### src/rtl/up_core_gen.sv
// up_core_gen: parametrised two-phase accumulator core with call stack,
// run/hold control and an absorbing fault state.
// Ports:
//   clock, reset      rising-edge clock, async active-high reset
//   run               1 = execute, 0 = hold in FETCH (sampled in FETCH only)
//   rom_addr/rom_data program ROM (address = pc, data = {opcode, operand})
//   ram_addr/ram_rdata/ram_wdata/ram_we  data RAM (zero-wait read)
//   pushbuttons       input port read by IN
//   out_port          output latch written by OUT
//   phase, instr, oprnd, accu, c_flag, z_flag, sp, fault  visible core state
module up_core_gen #(
  parameter int unsigned DATA_W      = 4,
  parameter int unsigned ADDR_W      = 12,
  parameter int unsigned STACK_DEPTH = 4,
  localparam int unsigned SP_W       = $clog2(STACK_DEPTH + 1)
) (
  input  logic              clock,
  input  logic              reset,
  input  logic              run,
  output logic [ADDR_W-1:0] rom_addr,
  input  logic [ADDR_W+3:0] rom_data,
  output logic [ADDR_W-1:0] ram_addr,
  input  logic [DATA_W-1:0] ram_rdata,
  output logic [DATA_W-1:0] ram_wdata,
  output logic              ram_we,
  input  logic [DATA_W-1:0] pushbuttons,
  output logic [DATA_W-1:0] out_port,
  output logic              phase,
  output logic [3:0]        instr,
  output logic [DATA_W-1:0] oprnd,
  output logic [DATA_W-1:0] accu,
  output logic              c_flag,
  output logic              z_flag,
  output logic [SP_W-1:0]   sp,
  output logic              fault
);

  // Stack storage is sized to the full sp index range so sp can index it directly.
  localparam int unsigned STK_N = 1 << SP_W;

  localparam logic [3:0] OP_NOP   = 4'h0;
  localparam logic [3:0] OP_LDI   = 4'h1;
  localparam logic [3:0] OP_LD    = 4'h2;
  localparam logic [3:0] OP_ST    = 4'h3;
  localparam logic [3:0] OP_ADDI  = 4'h4;
  localparam logic [3:0] OP_ADD   = 4'h5;
  localparam logic [3:0] OP_SUBI  = 4'h6;
  localparam logic [3:0] OP_CMPI  = 4'h7;
  localparam logic [3:0] OP_NANDI = 4'h8;
  localparam logic [3:0] OP_IN    = 4'h9;
  localparam logic [3:0] OP_OUT   = 4'hA;
  localparam logic [3:0] OP_JMP   = 4'hB;
  localparam logic [3:0] OP_JC    = 4'hC;
  localparam logic [3:0] OP_JNZ   = 4'hD;
  localparam logic [3:0] OP_CALL  = 4'hE;
  localparam logic [3:0] OP_RET   = 4'hF;

  typedef enum logic [1:0] {
    S_FETCH = 2'd0,
    S_EXEC  = 2'd1,
    S_FAULT = 2'd2
  } state_e;

  state_e              state_q, state_d;
  logic [ADDR_W-1:0]   pc_q, pc_d;
  logic [3:0]          op_q, op_d;
  logic [ADDR_W-1:0]   opr_q, opr_d;
  logic [DATA_W-1:0]   acc_q, acc_d;
  logic                c_q, c_d;
  logic                z_q, z_d;
  logic [DATA_W-1:0]   out_q, out_d;
  logic [SP_W-1:0]     sp_q, sp_d;
  logic [ADDR_W-1:0]   stack_q [STK_N];
  logic                push_c;

  logic [DATA_W-1:0]   imm_c;
  logic [DATA_W-1:0]   add_b_c;
  logic [DATA_W:0]     sum_c;
  logic [DATA_W-1:0]   diff_c;
  logic                ge_c;
  logic                full_c;
  logic                empty_c;

  // Shared ALU datapath; ADD takes RAM data, every other arithmetic op the immediate.
  assign imm_c   = opr_q[DATA_W-1:0];
  assign add_b_c = (op_q == OP_ADD) ? ram_rdata : imm_c;
  assign sum_c   = {1'b0, acc_q} + {1'b0, add_b_c};
  assign diff_c  = acc_q - imm_c;
  assign ge_c    = (acc_q >= imm_c);
  assign full_c  = (sp_q == SP_W'(STACK_DEPTH));
  assign empty_c = (sp_q == '0);

  // State register and architectural state.
  always_ff @(posedge clock or posedge reset) begin
    if (reset) begin
      state_q <= S_FETCH;
      pc_q    <= '0;
      op_q    <= '0;
      opr_q   <= '0;
      acc_q   <= '0;
      c_q     <= 1'b0;
      z_q     <= 1'b0;
      out_q   <= '0;
      sp_q    <= '0;
      for (int i = 0; i < STK_N; i++) stack_q[i] <= '0;
    end else begin
      state_q <= state_d;
      pc_q    <= pc_d;
      op_q    <= op_d;
      opr_q   <= opr_d;
      acc_q   <= acc_d;
      c_q     <= c_d;
      z_q     <= z_d;
      out_q   <= out_d;
      sp_q    <= sp_d;
      // Return address is the already-incremented pc.
      if (push_c) stack_q[sp_q] <= pc_q;
    end
  end

  // Next-state and instruction execution.
  always_comb begin
    state_d = state_q;
    pc_d    = pc_q;
    op_d    = op_q;
    opr_d   = opr_q;
    acc_d   = acc_q;
    c_d     = c_q;
    z_d     = z_q;
    out_d   = out_q;
    sp_d    = sp_q;
    push_c  = 1'b0;
    case (state_q)
      S_FETCH: begin
        if (run) begin
          op_d    = rom_data[ADDR_W+3:ADDR_W];
          opr_d   = rom_data[ADDR_W-1:0];
          pc_d    = pc_q + ADDR_W'(1);
          state_d = S_EXEC;
        end
      end
      S_EXEC: begin
        state_d = S_FETCH;
        case (op_q)
          OP_NOP, OP_ST: ;
          OP_LDI: begin
            acc_d = imm_c;
            z_d   = (imm_c == '0);
          end
          OP_LD: begin
            acc_d = ram_rdata;
            z_d   = (ram_rdata == '0);
          end
          OP_ADDI, OP_ADD: begin
            {c_d, acc_d} = sum_c;
            z_d          = (sum_c[DATA_W-1:0] == '0);
          end
          OP_SUBI: begin
            acc_d = diff_c;
            c_d   = ge_c;
            z_d   = (diff_c == '0);
          end
          OP_CMPI: begin
            c_d = ge_c;
            z_d = (diff_c == '0);
          end
          OP_NANDI: begin
            acc_d = ~(acc_q & imm_c);
            z_d   = ((acc_q & imm_c) == {DATA_W{1'b1}});
          end
          OP_IN: begin
            acc_d = pushbuttons;
            z_d   = (pushbuttons == '0);
          end
          OP_OUT: out_d = acc_q;
          OP_JMP: pc_d = opr_q;
          OP_JC:  if (c_q) pc_d = opr_q;
          OP_JNZ: if (!z_q) pc_d = opr_q;
          // Stack violations freeze everything and park the core in FAULT.
          OP_CALL: begin
            if (full_c) begin
              state_d = S_FAULT;
            end else begin
              push_c = 1'b1;
              sp_d   = sp_q + SP_W'(1);
              pc_d   = opr_q;
            end
          end
          OP_RET: begin
            if (empty_c) begin
              state_d = S_FAULT;
            end else begin
              sp_d = sp_q - SP_W'(1);
              pc_d = stack_q[sp_q - SP_W'(1)];
            end
          end
          default: ;
        endcase
      end
      S_FAULT: ;
      default: state_d = S_FETCH;
    endcase
  end

  // Write strobe is decoded from state and gated by reset so it drops immediately.
  assign ram_we    = (state_q == S_EXEC) && (op_q == OP_ST) && !reset;
  assign rom_addr  = pc_q;
  assign ram_addr  = opr_q;
  assign ram_wdata = acc_q;
  assign out_port  = out_q;
  assign phase     = (state_q == S_EXEC);
  assign instr     = op_q;
  assign oprnd     = opr_q[DATA_W-1:0];
  assign accu      = acc_q;
  assign c_flag    = c_q;
  assign z_flag    = z_q;
  assign sp        = sp_q;
  assign fault     = (state_q == S_FAULT);

endmodule

### config.mk
export PLATFORM = sky130hd
export DESIGN_NAME = up_core_gen
export DESIGN_NICKNAME = d
export VERILOG_FILES = /design/src/rtl/up_core_gen.sv
export SDC_FILE = /design/constraint.sdc
export NUM_CORES = 1
export LEC_CHECK = 0
export ABC_CLOCK_PERIOD_IN_PS = 4300
export CORE_MARGIN = 2
export CORE_UTILIZATION = 52
export CTS_CLUSTER_SIZE = 30
export DETAILED_ROUTE_END_ITERATION = 8
export PLACE_DENSITY = 0.86
export SLEW_MARGIN = 30
export SYNTH_ARGS = -nofsm -noshare
export SYNTH_HDL_FRONTEND = slang
export SYNTH_SLANG_ARGS = --single-unit
### constraint.sdc
create_clock -name clock -period 4.3 [get_ports clock]
set_input_delay 0.645 -clock clock [delete_from_list [all_inputs] [get_ports clock]]
set_output_delay 0.645 -clock clock [all_outputs]
set_load 0.03 [all_outputs]
# Yosys cells after proc, flatten, opt, wreduce, memory -nomap -nowiden

Index checks and enable logic that the tools add are counted.

$lt $le $gt $ge: 4
Equality and inequality tests: 27
$add $sub $neg: 5
Mux-type cells: 28
Bitwise operators: 5
Reductions and logical operators: 26

Operator list:

| kind                  | count |
|---|---|
| $bwmux 96             | 1 |
| $mux 12               | 8 |
| $pmux 12 s5           | 1 |
| $bmux 12 s3           | 1 |
| $demux 12 s3          | 1 |
| $eq 4x4->1 const B    | 9 |
| $pmux 12 s2           | 1 |
| $pmux 4 s6            | 1 |
| $logic_not 4->1       | 5 |
| $eq 4x3->1 const B    | 4 |
| $add 12x1->12 const B | 1 |
| $ne 3x3->1 const B    | 4 |
| $reduce_and 2->1      | 6 |
| $reduce_bool 6->1     | 2 |
| $eq 4x2->1 const B    | 2 |
| $ge 4x4->1 const B    | 2 |
| $not 3->4             | 2 |
| $reduce_and 7->1      | 1 |
| $mux 2                | 3 |
| $mux 3                | 2 |
| $ne 2x2->1 const B    | 3 |
| $ne 6x1->1 const B    | 1 |
| $pmux 1 s6            | 1 |
| $pmux 2 s3            | 1 |
| other kinds (25)      | 32 |

Word-level logic and storage cells: 112
Output and inout port bits: 52
Input port bits: 27
Register bits after elaboration: 139

# Logic depth before layout (Yosys ltp)

Depth in word-level cells: 8
Mapped depth: 12
Mapped depth without buffers: 10

# Worst setup path before layout

No wires, ideal clock.

Path type: reg2reg
Start: reg op_q[2], in the netlist instr[2]
End: reg acc_q[2], in the netlist accu[2]
Stages on the path, launching flop included: 12
Library setup time: 0.125 ns
Required time: 4.175 ns
Arrival: 3.091 ns
Slack: 1.084 ns
Buffers on the path: 2
Cell sequence: dfrtp_1 > clkbuf_1 > nor2b_1 > and3_1 > clkbuf_1 > mux2_2 > ha_1 > fa_1 > xor2_1 > a221oi_1 > o211ai_1 > mux2_2

Longest elaborated chain between the ends: 4

Ends and longest elaborated chain:

| element                                          | line    | source |
|---|---|---|
| start, declared                                  | 66      | `logic [3:0] op_q, op_d;` |
| start signal, assigned                           | 109     | `op_q <= op_d;` |
| $eq 4x3->1 (on tied branches)                    | 86, 144 |  |
| $mux 4 or $reduce_or 2->1 (tied branches)        | 86, 144 |  |
| $add 4x4->5 or $reduce_bool 6->1 (tied branches) | -       |  |
| $pmux 4 s6 or $reduce_and 2->1 (tied branches)   | -       |  |
| end signal, assigned                             | 100     | `acc_q <= '0;` |
| end signal, assigned                             | 111     | `acc_q <= acc_d;` |
| end, declared                                    | 68      | `logic [DATA_W-1:0] acc_q, acc_d;` |

Several ways; a longest one is shown, not always the timed one.
A chain may end at the register's enable or synchronous reset.

# Worst setup path after layout

Start: reg state_q[1]
End: out phase

Longest elaborated chain between the ends: 1

Ends and longest elaborated chain:

| element                | line | source |
|---|---|---|
| start, declared        | 64   | `state_e state_q, state_d;` |
| start signal, assigned | 107  | `state_q <= state_d;` |
| $eq 2x1->1             | 211  | `assign phase = (state_q == S_EXEC);` |
| end, declared          | 28   | `output logic phase,` |

No other way between the ends.

==> impl_metrics.toml <==
[finish]
drive_above_1_share_pct = 21.1
nFillCells = 1029
layout_common_cells = "dfrtp_1, clkdlybuf4s50_1, mux2_2, nand2_1, mux2_1"
area_growth_pct = 19.1
layout_commonest_cell = "dfrtp_1"
stdcell_area_sq_um = 8910
final_nets = 741

[critical_path]
cpMaxStageDelayCell = "clkdlybuf4s50_1"
cp.required_ns = 3.65
cp-end-kind = "primary output"
criticalPathCategory = "reg -> out"
cp-start-kind = "register"
path_cells = "nand2b_1 -> inv_2 -> clkdlybuf4s50_1"
crit_path_max_fanout = 17
cpPeakStageDelay_ns = 0.76
arrival_ns = 2.48

[floorplan]
die_y_um = 124
fp.coreArea_sq_um = 14000
fp.dieW_um = 124
start_util_pct = 53.5
rows = 43
dieArea_sq_um = 15400
pin_count = 79

[cts]
cts_setup_buffers = 0
cts_tree = "built"
hold_buffers = 0
clk_path_buf_depth = 2
cts_resized = 0
cts_root_buffer = "clkbuf_16"
cts_inserted_buffers = 17
clk_latency_ns = 0.42
numClockSinks = 139
htreeDepth = 4
clkTransAtPathRegs_ns = 0.05

[pwr]
sw_frac_of_total_pct = 38.9
power.density_nw_per_um2 = 631
p_leak_uw = 0.00408
combPwrFrac_pct = 37.9
clkPwrFrac_pct = 27.1
internal-power_uw = 3440
seq_power_share_pct = 34.9
peakVddDrop_mv = 0.340
p_sw_uw = 2190

[sta]
drv_slew = 0
tightestPinTransition_ns = 0.822
hold_viol = 0
min_period_over_period_pct = 72.6
setup_viol = 0
fmax_mhz = 320
max_slew_margin_pct = 44.7
finalCriticalPeriod_ns = 3.12
tns_ns = 0
skew_ns = 0.0106
rsz0062_at_grt = "no"

[placement]
dpl.hpwl_um = 13400
numPortBuffers = 78
place_area_sq_um = 8290
place_congestion = 0.964

[flow_run]
drv_cap = 0

[synth]
ys.flop_type = "dfrtp_1"
syn_inst = 642
ys_seq_area_share_pct = 46.5
async_reset_ff_share_pct = 100
ys_types = 66
synth.ff_latch_count = 139
synth_edf_count = 0
ys.warnings.count = 0
synth_area_per_cell_sq_um = 11.7
syn-cell-area_sq_um = 7480
synth_fp_nets = 688

[grt]
grt_max_degree = 74
grt_usage_pct = 27.3
antenna_found_initial = 1
grt_pass1_wl_um = 31300
grt_overflow_total = 0
first_global_vias = 5714

[worst_hold_path]
hp-class = "reg -> reg"

[routing]
routed_via_density = 6.30
first_iter_violations = 682
drtPass1Iterations = 7
dr_total_vias = 5590
drt-total-wl_um = 19500
detail-route-antenna-nets = 0
drc_errors = 0
route.detailed.wl_per_inst_um = 21.9

[outcome]
status = "completed"
==> final timing paths <==
kind | startpoint | to | slack (ns) | cells after the start
min in group asynchronous | reset | z_flag | 0.76 | 2
max in group asynchronous | reset | rom_addr[3] | 2.64 | 3
hold / removal | stack_q[87] | stack_q[87] | 0.48 | 1
setup reg to reg | instr[1] | accu[2] | 1.20 | 9
setup / recovery | state_q[1] | phase | 1.18 | 3
hold reg to reg | stack_q[87] | stack_q[87] | 0.48 | 1
==> Yosys cell counts (11+ instances only) <==
cell,instances,area share [%]
dfrtp_1,139,46
mux2_2,70,11
nand2_1,59,3.0
mux2_1,32,4.8
o21ai_0,29,1.9
a21oi_1,28,1.9
nor2_1,27,1.4
clkbuf_1,25,1.3
mux4_2,24,7.2
ha_1,17,2.8
inv_1,17,0.85
buf_2,12,0.80
mux2i_1,12,1.6
buf_4,11,1.1
==> cell families after synthesis <==
| family | Yosys count | share of synthesized area [%] |
|---|---|---|
| buf+inv | 74 | 4.96 |
| compound gates | 111 | 9.35 |
| simple gates | 153 | 10.7 |
| xor+xnor | 8 | 0.936 |
| fa+ha+maj | 19 | 3.38 |
| flops | 139 | 46.5 |
| mux | 138 | 24.2 |
==> per-layer routing <==
metal  vias up  track usage, %  share of wire (%)
met5         -               0                  0
met2       281            43.6                 49
met3        63            6.09                6.6
met4         0            14.5                3.9
met1      2816            34.9                 40
li1       2430               -                  -
==> power groups by stage <==
stage	registers, uW	logic, uW	clock network (uW)
floorplan	2010	1330	0
global placement	1940	2070	0
detailed placement	1980	2120	0
CTS	1960	2130	1540
global route	2010	2290	1600
finish	1970	2130	1530
==> critical path: cells and delay by family, from the launching register on <==
kind	cells	cell delay, ns
buffers and inverters	2	1.19
AND/OR/NAND/NOR	1	0.50
flip-flops	1	0.37
==> flip-flops by register name (all words and copies together), names as in the netlist <==
register and flops:
rom_addr 12, ram_addr 12, stack_q 96, instr 4, z_flag 1, out_port 4, accu 4, c_flag 1
state_q 2, sp 3
==> area by class of cell <==
cell class	count	area, sq um	share of cell area, %
inverter	18	71.3	0.800
clock inverter	11	171	1.92
antenna	1	2.50	0.0281
sequential	139	3480	39.0
clock buffer	19	443	4.97
timing repair buffer	90	883	9.91
tap	180	225	2.53
multi-input combinational	429	3630	40.8
==> per-stage QoR <==
| step | worst slack, ns | cells | utilization (%) | total power, uW | hold WS (ns) |
|---|---|---|---|---|---|
| 2_1_floorplan | 1.08 | 642 | - | 3340 | 0.452 |
| 3_3_place_gp | 1.33 | 856 | 59.3 | 4020 | 0.462 |
| 3_5_place_dp | 1.26 | 856 | 59.3 | 4090 | 0.473 |
| 4_1_cts | 1.21 | 886 | 63.7 | 5630 | 0.486 |
| 5_1_grt | 1.02 | 887 | 63.7 | 5910 | 0.504 |
| 6_report | 1.18 | 887 | 63.7 | 5630 | 0.483 |
Power figures use the tool's default switching activity.
